## src/rtl/pe_pkg.sv

```systemverilog
// Shared widths, limits and the output clamp helper for the processing-element
// requantization path.
package pe_pkg;

    localparam int ACC_WIDTH          = 32;
    localparam int OUT_WIDTH          = 8;
    localparam int MULT_WIDTH         = 16;
    localparam int SHIFT_WIDTH        = 5;
    localparam int SAT_CNT_WIDTH      = 16;
    localparam int DEFAULT_FIFO_DEPTH = 4;
    localparam int PROD_WIDTH         = ACC_WIDTH + MULT_WIDTH + 1;
    localparam int SUM_WIDTH          = PROD_WIDTH + 1;

    localparam logic signed [OUT_WIDTH-1:0] OUT_MAX = 8'sh7F;
    localparam logic signed [OUT_WIDTH-1:0] OUT_MIN = 8'sh80;
    localparam logic signed [SUM_WIDTH-1:0] SUM_MAX = 50'sd127;
    localparam logic signed [SUM_WIDTH-1:0] SUM_MIN = -50'sd128;

    typedef struct packed {
        logic [OUT_WIDTH-1:0] data;
        logic                 sat;
    } clamp_t;

    function automatic clamp_t clamp_sum(input logic signed [SUM_WIDTH-1:0] sum);
        clamp_t res;
        if (sum > SUM_MAX) begin
            res.data = OUT_MAX;
            res.sat  = 1'b1;
        end else if (sum < SUM_MIN) begin
            res.data = OUT_MIN;
            res.sat  = 1'b1;
        end else begin
            res.data = sum[OUT_WIDTH-1:0];
            res.sat  = 1'b0;
        end
        return res;
    endfunction

endpackage

```

## src/rtl/pe_out_fifo.sv

```systemverilog
// Small synchronous output FIFO; the head entry is read straight from the
// storage registers, so a push into an empty FIFO shows up the next cycle.
module pe_out_fifo #(
    parameter int DEPTH = 4,
    parameter int WIDTH = 8,
    localparam int PTR_W = $clog2(DEPTH),
    localparam int CNT_W = PTR_W + 1
) (
    input  logic             clk,
    input  logic             rst,
    input  logic             push,
    input  logic [WIDTH-1:0] push_data,
    input  logic             pop,
    output logic [WIDTH-1:0] head_data,
    output logic [CNT_W-1:0] count
);

    logic [WIDTH-1:0] mem_r [DEPTH];
    logic [PTR_W-1:0] wr_ptr_r;
    logic [PTR_W-1:0] rd_ptr_r;
    logic [CNT_W-1:0] count_r;
    logic             do_push_s;
    logic             do_pop_s;

    assign do_push_s = push && (count_r != CNT_W'(DEPTH));
    assign do_pop_s  = pop && (count_r != '0);

    // Storage, power-of-two pointers (natural wrap) and occupancy count.
    always_ff @(posedge clk or posedge rst) begin
        if (rst) begin
            for (int i = 0; i < DEPTH; i++) begin
                mem_r[i] <= '0;
            end
            wr_ptr_r <= '0;
            rd_ptr_r <= '0;
            count_r  <= '0;
        end else begin
            if (do_push_s) begin
                mem_r[wr_ptr_r] <= push_data;
                wr_ptr_r        <= wr_ptr_r + PTR_W'(1);
            end
            if (do_pop_s) begin
                rd_ptr_r <= rd_ptr_r + PTR_W'(1);
            end
            case ({do_push_s, do_pop_s})
                2'b10:   count_r <= count_r + CNT_W'(1);
                2'b01:   count_r <= count_r - CNT_W'(1);
                default: count_r <= count_r;
            endcase
        end
    end

    assign head_data = mem_r[rd_ptr_r];
    assign count     = count_r;

endmodule

```

## src/rtl/pe_requant.sv

```systemverilog
// Requantization stage behind the MAC array: scale, round, add zero point,
// saturate to int8, buffer, and count saturation events.
module pe_requant
    import pe_pkg::*;
#(
    parameter int FIFO_DEPTH = DEFAULT_FIFO_DEPTH
) (
    input  logic                     clk,
    input  logic                     rst,
    input  logic [ACC_WIDTH-1:0]     acc_in,
    input  logic                     acc_valid,
    output logic                     acc_ready,
    input  logic [MULT_WIDTH-1:0]    scale_mult,
    input  logic [SHIFT_WIDTH-1:0]   scale_shift,
    input  logic [OUT_WIDTH-1:0]     zero_point,
    output logic [OUT_WIDTH-1:0]     out_data,
    output logic                     out_valid,
    input  logic                     out_ready,
    output logic [SAT_CNT_WIDTH-1:0] sat_count
);

    localparam int CNT_W = $clog2(FIFO_DEPTH) + 1;
    localparam int OCC_W = CNT_W + 1;

    logic                          accept_s;
    logic                          pop_s;
    logic signed [PROD_WIDTH-1:0]  prod_s;
    logic                          s1_valid_r;
    logic signed [PROD_WIDTH-1:0]  s1_prod_r;
    logic [SHIFT_WIDTH-1:0]        s1_shift_r;
    logic [OUT_WIDTH-1:0]          s1_zp_r;
    logic signed [SUM_WIDTH-1:0]   prod_ext_s;
    logic signed [SUM_WIDTH-1:0]   rnd_s;
    logic signed [SUM_WIDTH-1:0]   sh_s;
    logic signed [SUM_WIDTH-1:0]   zp_ext_s;
    logic signed [SUM_WIDTH-1:0]   sum_s;
    logic                          s2_valid_r;
    logic signed [SUM_WIDTH-1:0]   s2_sum_r;
    clamp_t                        clamp_s;
    logic [CNT_W-1:0]              fifo_count_s;
    logic [OCC_W-1:0]              occupancy_s;
    logic [SAT_CNT_WIDTH-1:0]      sat_count_r;

    // Credits cover every result already committed to the FIFO or still in
    // flight, so the non-stalling pipeline can never overrun the buffer.
    assign occupancy_s = OCC_W'(fifo_count_s) + OCC_W'(s1_valid_r) + OCC_W'(s2_valid_r);
    assign acc_ready   = (occupancy_s < OCC_W'(FIFO_DEPTH));
    assign accept_s    = acc_valid && acc_ready;

    assign prod_s = $signed(acc_in) * $signed({1'b0, scale_mult});

    // Stage 1: product plus the scale parameters that travel with it.
    always_ff @(posedge clk or posedge rst) begin
        if (rst) begin
            s1_valid_r <= 1'b0;
            s1_prod_r  <= '0;
            s1_shift_r <= '0;
            s1_zp_r    <= '0;
        end else begin
            s1_valid_r <= accept_s;
            if (accept_s) begin
                s1_prod_r  <= prod_s;
                s1_shift_r <= scale_shift;
                s1_zp_r    <= zero_point;
            end
        end
    end

    // Round-half-up constant: half an LSB of the shifted result.
    always_comb begin
        rnd_s = '0;
        if (s1_shift_r != 5'd0) begin
            rnd_s = {{(SUM_WIDTH-1){1'b0}}, 1'b1} << (s1_shift_r - 5'd1);
        end else begin
            rnd_s = '0;
        end
    end

    assign prod_ext_s = {s1_prod_r[PROD_WIDTH-1], s1_prod_r};
    assign zp_ext_s   = {{(SUM_WIDTH-OUT_WIDTH){s1_zp_r[OUT_WIDTH-1]}}, s1_zp_r};
    assign sh_s       = (prod_ext_s + rnd_s) >>> s1_shift_r;
    assign sum_s      = sh_s + zp_ext_s;

    // Stage 2: shifted, rounded and offset sum.
    always_ff @(posedge clk or posedge rst) begin
        if (rst) begin
            s2_valid_r <= 1'b0;
            s2_sum_r   <= '0;
        end else begin
            s2_valid_r <= s1_valid_r;
            if (s1_valid_r) begin
                s2_sum_r <= sum_s;
            end
        end
    end

    assign clamp_s = clamp_sum(s2_sum_r);

    // Saturation event counter, pinned at all-ones.
    always_ff @(posedge clk or posedge rst) begin
        if (rst) begin
            sat_count_r <= '0;
        end else if (s2_valid_r && clamp_s.sat && (sat_count_r != 16'hFFFF)) begin
            sat_count_r <= sat_count_r + 16'd1;
        end
    end

    assign out_valid = (fifo_count_s != '0);
    assign pop_s     = out_valid && out_ready;
    assign sat_count = sat_count_r;

    pe_out_fifo #(
        .DEPTH (FIFO_DEPTH),
        .WIDTH (OUT_WIDTH)
    ) u_fifo (
        .clk       (clk),
        .rst       (rst),
        .push      (s2_valid_r),
        .push_data (clamp_s.data),
        .pop       (pop_s),
        .head_data (out_data),
        .count     (fifo_count_s)
    );

endmodule

```

## config.mk

```make
export PLATFORM = sky130hd
export DESIGN_NAME = pe_requant
export DESIGN_NICKNAME = d
export VERILOG_FILES = /design/src/rtl/pe_pkg.sv /design/src/rtl/pe_out_fifo.sv /design/src/rtl/pe_requant.sv
export SDC_FILE = /design/constraint.sdc
export NUM_CORES = 2
export LEC_CHECK = 0
export ABC_AREA = 1
export CAP_MARGIN = 20
export CORE_MARGIN = 5
export CORE_UTILIZATION = 35
export DETAILED_ROUTE_END_ITERATION = 7
export PLACE_DENSITY = 0.55
export SLEW_MARGIN = 25
export SYNTH_ARGS = -nofsm -noshare
export SYNTH_HDL_FRONTEND = slang
export SYNTH_SLANG_ARGS = --single-unit
export TNS_END_PERCENT = 1
```

## constraint.sdc

```tcl
create_clock -name clk -period 13.8 [get_ports clk]
set_clock_uncertainty 0.15 [all_clocks]
set_input_delay 4.14 -clock clk [delete_from_list [all_inputs] [get_ports clk]]
set_output_delay 4.14 -clock clk [all_outputs]
set_load 0.01 [all_outputs]
```

Word level (Yosys, flattened, before mapping)
Index checks and enable logic that the tools add are counted.
{"block": "word_totals", "ram_bits": 0, "input_bits": 65, "latchBits": 0, "mem_bits_ro": 0, "wordCells": 59, "out_inout_bits": 26, "memories": 0, "regBits": 169}
{"block": "classes", "mux": 10, "reduce_logical": 10, "n_div": 0, "bitwise_logic": 2, "order_cmp": 6, "n_eq_ne": 4, "n_shift": 2, "n_mul": 1, "n_addsub": 10}
{"op": "$add 49x50->50", "count": 1}
{"op": "$add 50x8->50", "count": 1}
{"op": "$gt 50x8->1 const B", "count": 1}
{"op": "$lt 50x8->1 const B", "count": 1}
{"op": "$mux 50", "count": 1}
{"op": "$shl 1x5->50 const A", "count": 1}
{"op": "$sshr 50x5->50", "count": 1}
{"op": "$mul 32x17->49", "count": 1}
{"op": "$bwmux 32", "count": 1}
{"op": "$mux 8", "count": 3}
{"op": "$mux 9", "count": 2}
{"op": "$add 16x1->16 const B", "count": 1}
{"op": "$bmux 8 s2", "count": 1}
{"op": "$demux 8 s2", "count": 1}
{"op": "$ne 16x16->1 const B", "count": 1}
{"op": "$logic_and 1x1->1", "count": 7}
{"op": "$ge 3x3->1 const B", "count": 2}
{"op": "$not 2->3", "count": 2}
{"op": "$pmux 3 s2", "count": 1}
{"op": "$reduce_bool 5->1", "count": 1}
{"op": "$sub 5x1->5 const B", "count": 1}
{"op": "$add 2x1->2 const B", "count": 2}
{"op": "$add 3x1->4", "count": 1}
{"op": "$add 4x1->4", "count": 1}
{"op": "9 further kinds", "count": 9}

Logic depth before layout (Yosys ltp)
{"block": "depth", "ltp_word": 6, "ltp_mapped": 47, "mapped_depth_nobuf": 45}

Cells and area by module
Synthesis repeated with hierarchy kept, for this count alone.
{"block": "hier_totals", "cells_unflattened": 5163, "hier_area_um2": 35376.4}
{"mod": "pe_requant", "cells_per_inst": 4913, "area_per_inst_um2": 33322.0, "n_inst": 1}
{"mod": "pe_out_fifo", "cells_per_inst": 250, "area_per_inst_um2": 2054.5, "n_inst": 1}

Least setup slack after synthesis
Ideal clock, no wire load.
{"block": "synth_path", "path_kind": "input port to flip-flop", "startpoint": "in acc_in[7]", "endpoint": "reg s1_prod_r[39]", "arrival_time_ns": 9.565, "setup_slack_ns": 3.955, "path_buffers": 2, "required_ns": 13.520, "cell_stages": 25, "cell_sequence": "clkbuf_1 -> clkbuf_1 -> nand2_1 -> fa_1 -> inv_1 -> fa_1 -> inv_1 -> fa_1 -> inv_1 -> fa_1 -> inv_1 -> fa_1 -> inv_1 -> fa_1 -> ha_1 -> a21oi_1 -> o21ai_0 -> a21oi_1 -> nand2_1 -> nand2_1 -> nand2_1 -> a21o_1 -> or2_2 -> nand3_1 -> o21ai_0"}
{"block": "synth_between", "elab_chain_len": 1}
{"item": "from (decl)", "line_no": "pe_requant.sv:10", "rtl": "input logic [ACC_WIDTH-1:0] acc_in,"}
{"item": "$mul 32x17->49", "line_no": "pe_requant.sv:50", "rtl": "assign prod_s = $signed(acc_in) * $signed({1'b0, scale_mult});"}
{"item": "to (signal assigned)", "line_no": "pe_requant.sv:62", "rtl": "s1_prod_r <= prod_s;"}
{"item": "to (decl)", "line_no": "pe_requant.sv:29", "rtl": "logic signed [PROD_WIDTH-1:0] s1_prod_r;"}
No other way between the ends.
A chain may end at the register's enable or synchronous reset.

Final worst setup path
{"block": "layout_path", "startpoint": "in scale_mult[10]", "endpoint": "reg s1_prod_r[48]"}
{"block": "layout_between", "elab_chain_len": 1}
{"item": "from (decl)", "line_no": "pe_requant.sv:13", "rtl": "input logic [MULT_WIDTH-1:0] scale_mult,"}
{"item": "$mul 32x17->49", "line_no": "pe_requant.sv:50"}
No other way between the ends.

==> summary.log <==
[placement] final HPWL from detailed placement 86.3 mm
[global_route] first-pass GRT wire length 173 mm
[layout] Filler cells 10759
[logic_synthesis] Post-synth EDFFs 0
[drt] routed wire length 103 mm
[setup_path] worst path required time 13.99 ns
[logic_synthesis] post-synth cell types 57
[clock_tree] hold buffers post-CTS 0
[clock_tree] later-pin clock latency in the skew report 0.48 ns
[timing] setup repair after global routing missed its margin false
[placement] total placed cells including tap cells 6304
[drt] Vias 31260
[flow_run] max-capacitance violation count 0
[logic_synthesis] top cells by area, synth sky130_fd_sc_hd__fa_1 28%, sky130_fd_sc_hd__nand2_1 15%, sky130_fd_sc_hd__dfrtp_1 12%
[layout] final-stage net count 5787
[setup_path] Critical Path Start Type input port
[logic_synthesis] fraction of synthesis flops using an asynchronous set or reset pin 1.00
[global_route] initial antenna violation count 0
[timing] post-route setup TNS 0 ns
[logic_synthesis] leading area contributor after synthesis sky130_fd_sc_hd__fa_1
[clock_tree] total CTS buffers 17
[drt] detailed-route DRC error count 0
[layout] area occupied by multi-input gates 0.0260 mm2
[setup_path] cell type of the slowest stage on the worst timing path sky130_fd_sc_hd__clkdlybuf4s50_1
[clock_tree] post-cts repair resize count 0
[global_route] via count of the first global-routing pass 32163
[logic_synthesis] share of synthesized area occupied by flip-flops and latches 0.120
[clock_tree] clock slew at the register clock pins of the worst setup and hold paths 0.07 ns
[placement] final estimated routing congestion in global placement 0.936
[logic_synthesis] Warnings, synthesis 0
[logic_synthesis] most used standard cells in the synthesized netlist 1415 x sky130_fd_sc_hd__nand2_1, 1081 x sky130_fd_sc_hd__inv_1, 492 x sky130_fd_sc_hd__fa_1
[timing] max-slew violation count 0
[logic_synthesis] dominant synthesized flop cell sky130_fd_sc_hd__dfrtp_1
[layout] share of final-layout standard cells stronger than drive strength 1 0.0385
[clock_tree] number of buffers on the longest clock path 2
[logic_synthesis] cell area after synthesis 0.0352 mm2
[hold_path] Min-Delay Path Class reg -> reg
[timing] relative max-transition margin 0.348
[die] CORE AREA 0.100 mm2
[timing] f_max 0.0921 GHz
[timing] final setup violation count 0
[setup_path] highest cell delay on the worst timing path 1.11 ns
[logic_synthesis] synthesized net count 5845
[logic_synthesis] most common cell in the netlist sky130_fd_sc_hd__nand2_1
[run_status] status finished, final reports clean
[setup_path] slack of the worst reg-to-reg path 6.33 ns
[placement] buffers added on ports 90
[die] Starting Density 0.352
[die] Die Outline Area 0.107 mm2
[drt] final antenna-violating net count 0
[logic_synthesis] area share of the largest cell type after synthesis 0.280
[drt] starting DRC count in detailed routing 2344
[die] Die X 327 um
[drt] Wirelength per Cell 16.3 um
[global_route] maximum number of pins on one net before global-route repair 101
[global_route] grt ovf 0
[clock_tree] post-CTS setup buffers 0
[die] cell row count 116
[logic_synthesis] syn_area_per_cell 6.92 um2
[layout] sequential cell area 0.00423 mm2
[setup_path] Critical Path AT 11.05 ns
[hold_path] Hold Path Depth 2
[timing] time the final worst path needs with I/O delays and setup 10.85 ns
[layout] synthesis-to-finish area growth 7.34%
[timing] share of the cycle needed by the critical path after routing 0.787
[global_route] Global Route Usage Sum 0.198
[layout] number of cells in the finished layout apart from fillers 6335
[timing] number of hold-slack violations in the final timing report 0
[logic_synthesis] count of mapped cells out of synthesis 5083
[clock_tree] clock tree from TritonCTS yes
[drt] Via density 4.93
[setup_path] peak fanout along the critical path 21
[logic_synthesis] number of storage elements in the synthesis netlist 169
[layout] total inserted antenna cells 0
[setup_path] category of the most critical setup path in -> reg
[setup_path] kind of end point of the critical path flip-flop
[setup_path] cell count of the worst reg-to-reg path 42
[clock_tree] H-tree level count 4
[die] number of top-level pins 91
[clock_tree] Root Driver sky130_fd_sc_hd__clkbuf_16
[drt] 1st-pass router iterations 6
[timing] actual transition at the worst max-transition pin 0.975 ns
[clock_tree] # clock sinks 169
[die] chip height 327 um
==> kinds of logic (layout without fill, tap and decap cells) <==
group | count (synthesis) | count (layout) | share of synthesized area
other cells | 1 | 1 | 0.000107
compound gates | 463 | 463 | 0.0742
mux | 29 | 29 | 0.00924
simple gates | 2334 | 2334 | 0.281
flops | 169 | 169 | 0.120
buf+inv | 1299 | 1253 | 0.140
xor+xnor | 91 | 91 | 0.0226
fa+ha+maj | 697 | 697 | 0.353
==> layout by cell type, fill, tap and decap left out, types with 13 or more instances in the layout <==
| cell | n |
|---|---|
| sky130_fd_sc_hd__nand2_1 | 1414 |
| sky130_fd_sc_hd__inv_1 | 1079 |
| sky130_fd_sc_hd__fa_1 | 492 |
| sky130_fd_sc_hd__nand3_1 | 449 |
| sky130_fd_sc_hd__nor2_1 | 278 |
| sky130_fd_sc_hd__ha_1 | 205 |
| sky130_fd_sc_hd__o21ai_0 | 169 |
| sky130_fd_sc_hd__dfrtp_1 | 166 |
| sky130_fd_sc_hd__a21oi_1 | 146 |
| sky130_fd_sc_hd__clkdlybuf4s50_1 | 89 |
| sky130_fd_sc_hd__xor2_1 | 51 |
| sky130_fd_sc_hd__xnor2_1 | 40 |
| sky130_fd_sc_hd__nand4_1 | 37 |
| sky130_fd_sc_hd__a31oi_1 | 34 |
| sky130_fd_sc_hd__buf_4 | 31 |
| sky130_fd_sc_hd__nor3_1 | 29 |
| sky130_fd_sc_hd__or2_2 | 29 |
| sky130_fd_sc_hd__mux2_2 | 28 |
| sky130_fd_sc_hd__o21ai_1 | 24 |
| sky130_fd_sc_hd__o211ai_1 | 21 |
| sky130_fd_sc_hd__nor4_1 | 21 |
| sky130_fd_sc_hd__inv_2 | 17 |
| sky130_fd_sc_hd__clkbuf_16 | 17 |
| sky130_fd_sc_hd__nand3_2 | 15 |
| sky130_fd_sc_hd__o21a_1 | 13 |
==> metrics by stage <==
| step | setup slack (ns) | util | hold slack, ns | cell area [um2] |
|---|---|---|---|---|
| after floorplan | 3.96 | - | 0.266 | 35200 |
| after global placement | 2.44 | 0.372 | 0.319 | 37200 |
| after detailed placement | 2.46 | 0.372 | 0.327 | 37200 |
| after CTS | 3.00 | 0.378 | 0.346 | 37800 |
| after global routing | 2.56 | 0.378 | 0.369 | 37800 |
| final | 2.95 | 0.378 | 0.342 | 37800 |
==> flip-flops by register name (all words and copies together), names as in the netlist <==
signal / count
s1_shift_r: 5
u_fifo.mem_r: 32
s1_valid_r: 1
s2_valid_r: 1
u_fifo.wr_ptr_r: 2
s2_sum_r: 50
s1_prod_r: 49
s1_zp_r: 8
u_fifo.rd_ptr_r: 2
u_fifo.count: 3
sat_count: 16
==> area by class of cell <==
class                      instances  share of cell area
timing repair buffer             122              0.0302
tap                             1298              0.0430
clock buffer                      19              0.0117
sequential                       169               0.112
clock inverter                    12             0.00407
inverter                        1100               0.110
multi-input combinational       3615               0.689
==> layer usage <==
| metal | share of wire | track usage | vias up |
|---|---|---|---|
| li1 | - | - | 15369 |
| met1 | 0.48 | 0.279 | 15137 |
| met2 | 0.47 | 0.339 | 691 |
| met3 | 0.042 | 0.0191 | 63 |
| met4 | 0.010 | 0.0263 | 0 |
| met5 | 0 | 0 | - |
==> worst paths after layout <==
path,startpoint,endpoint
worst min register to register,s2_sum_r[5],s2_sum_r[5]
worst max register to register,s1_shift_r[0],s2_sum_r[42]
max in group asynchronous,rst,s1_prod_r[28]
min in group asynchronous,rst,u_fifo.count[2]
worst min-delay path,s2_sum_r[5],s2_sum_r[5]
worst max-delay path,scale_mult[10],s1_prod_r[48]
==> worst max-delay path: cells and delay by family <==
kind,cells,cell delay (ns)
compound gates,5,0.87
fa+ha+maj,7,3.44
buf+inv,8,1.81
simple gates,6,0.78
Power is left out: the tool's default activity adds up to more than one toggle a clock period on the data nets, which glitch-free logic cannot reach.
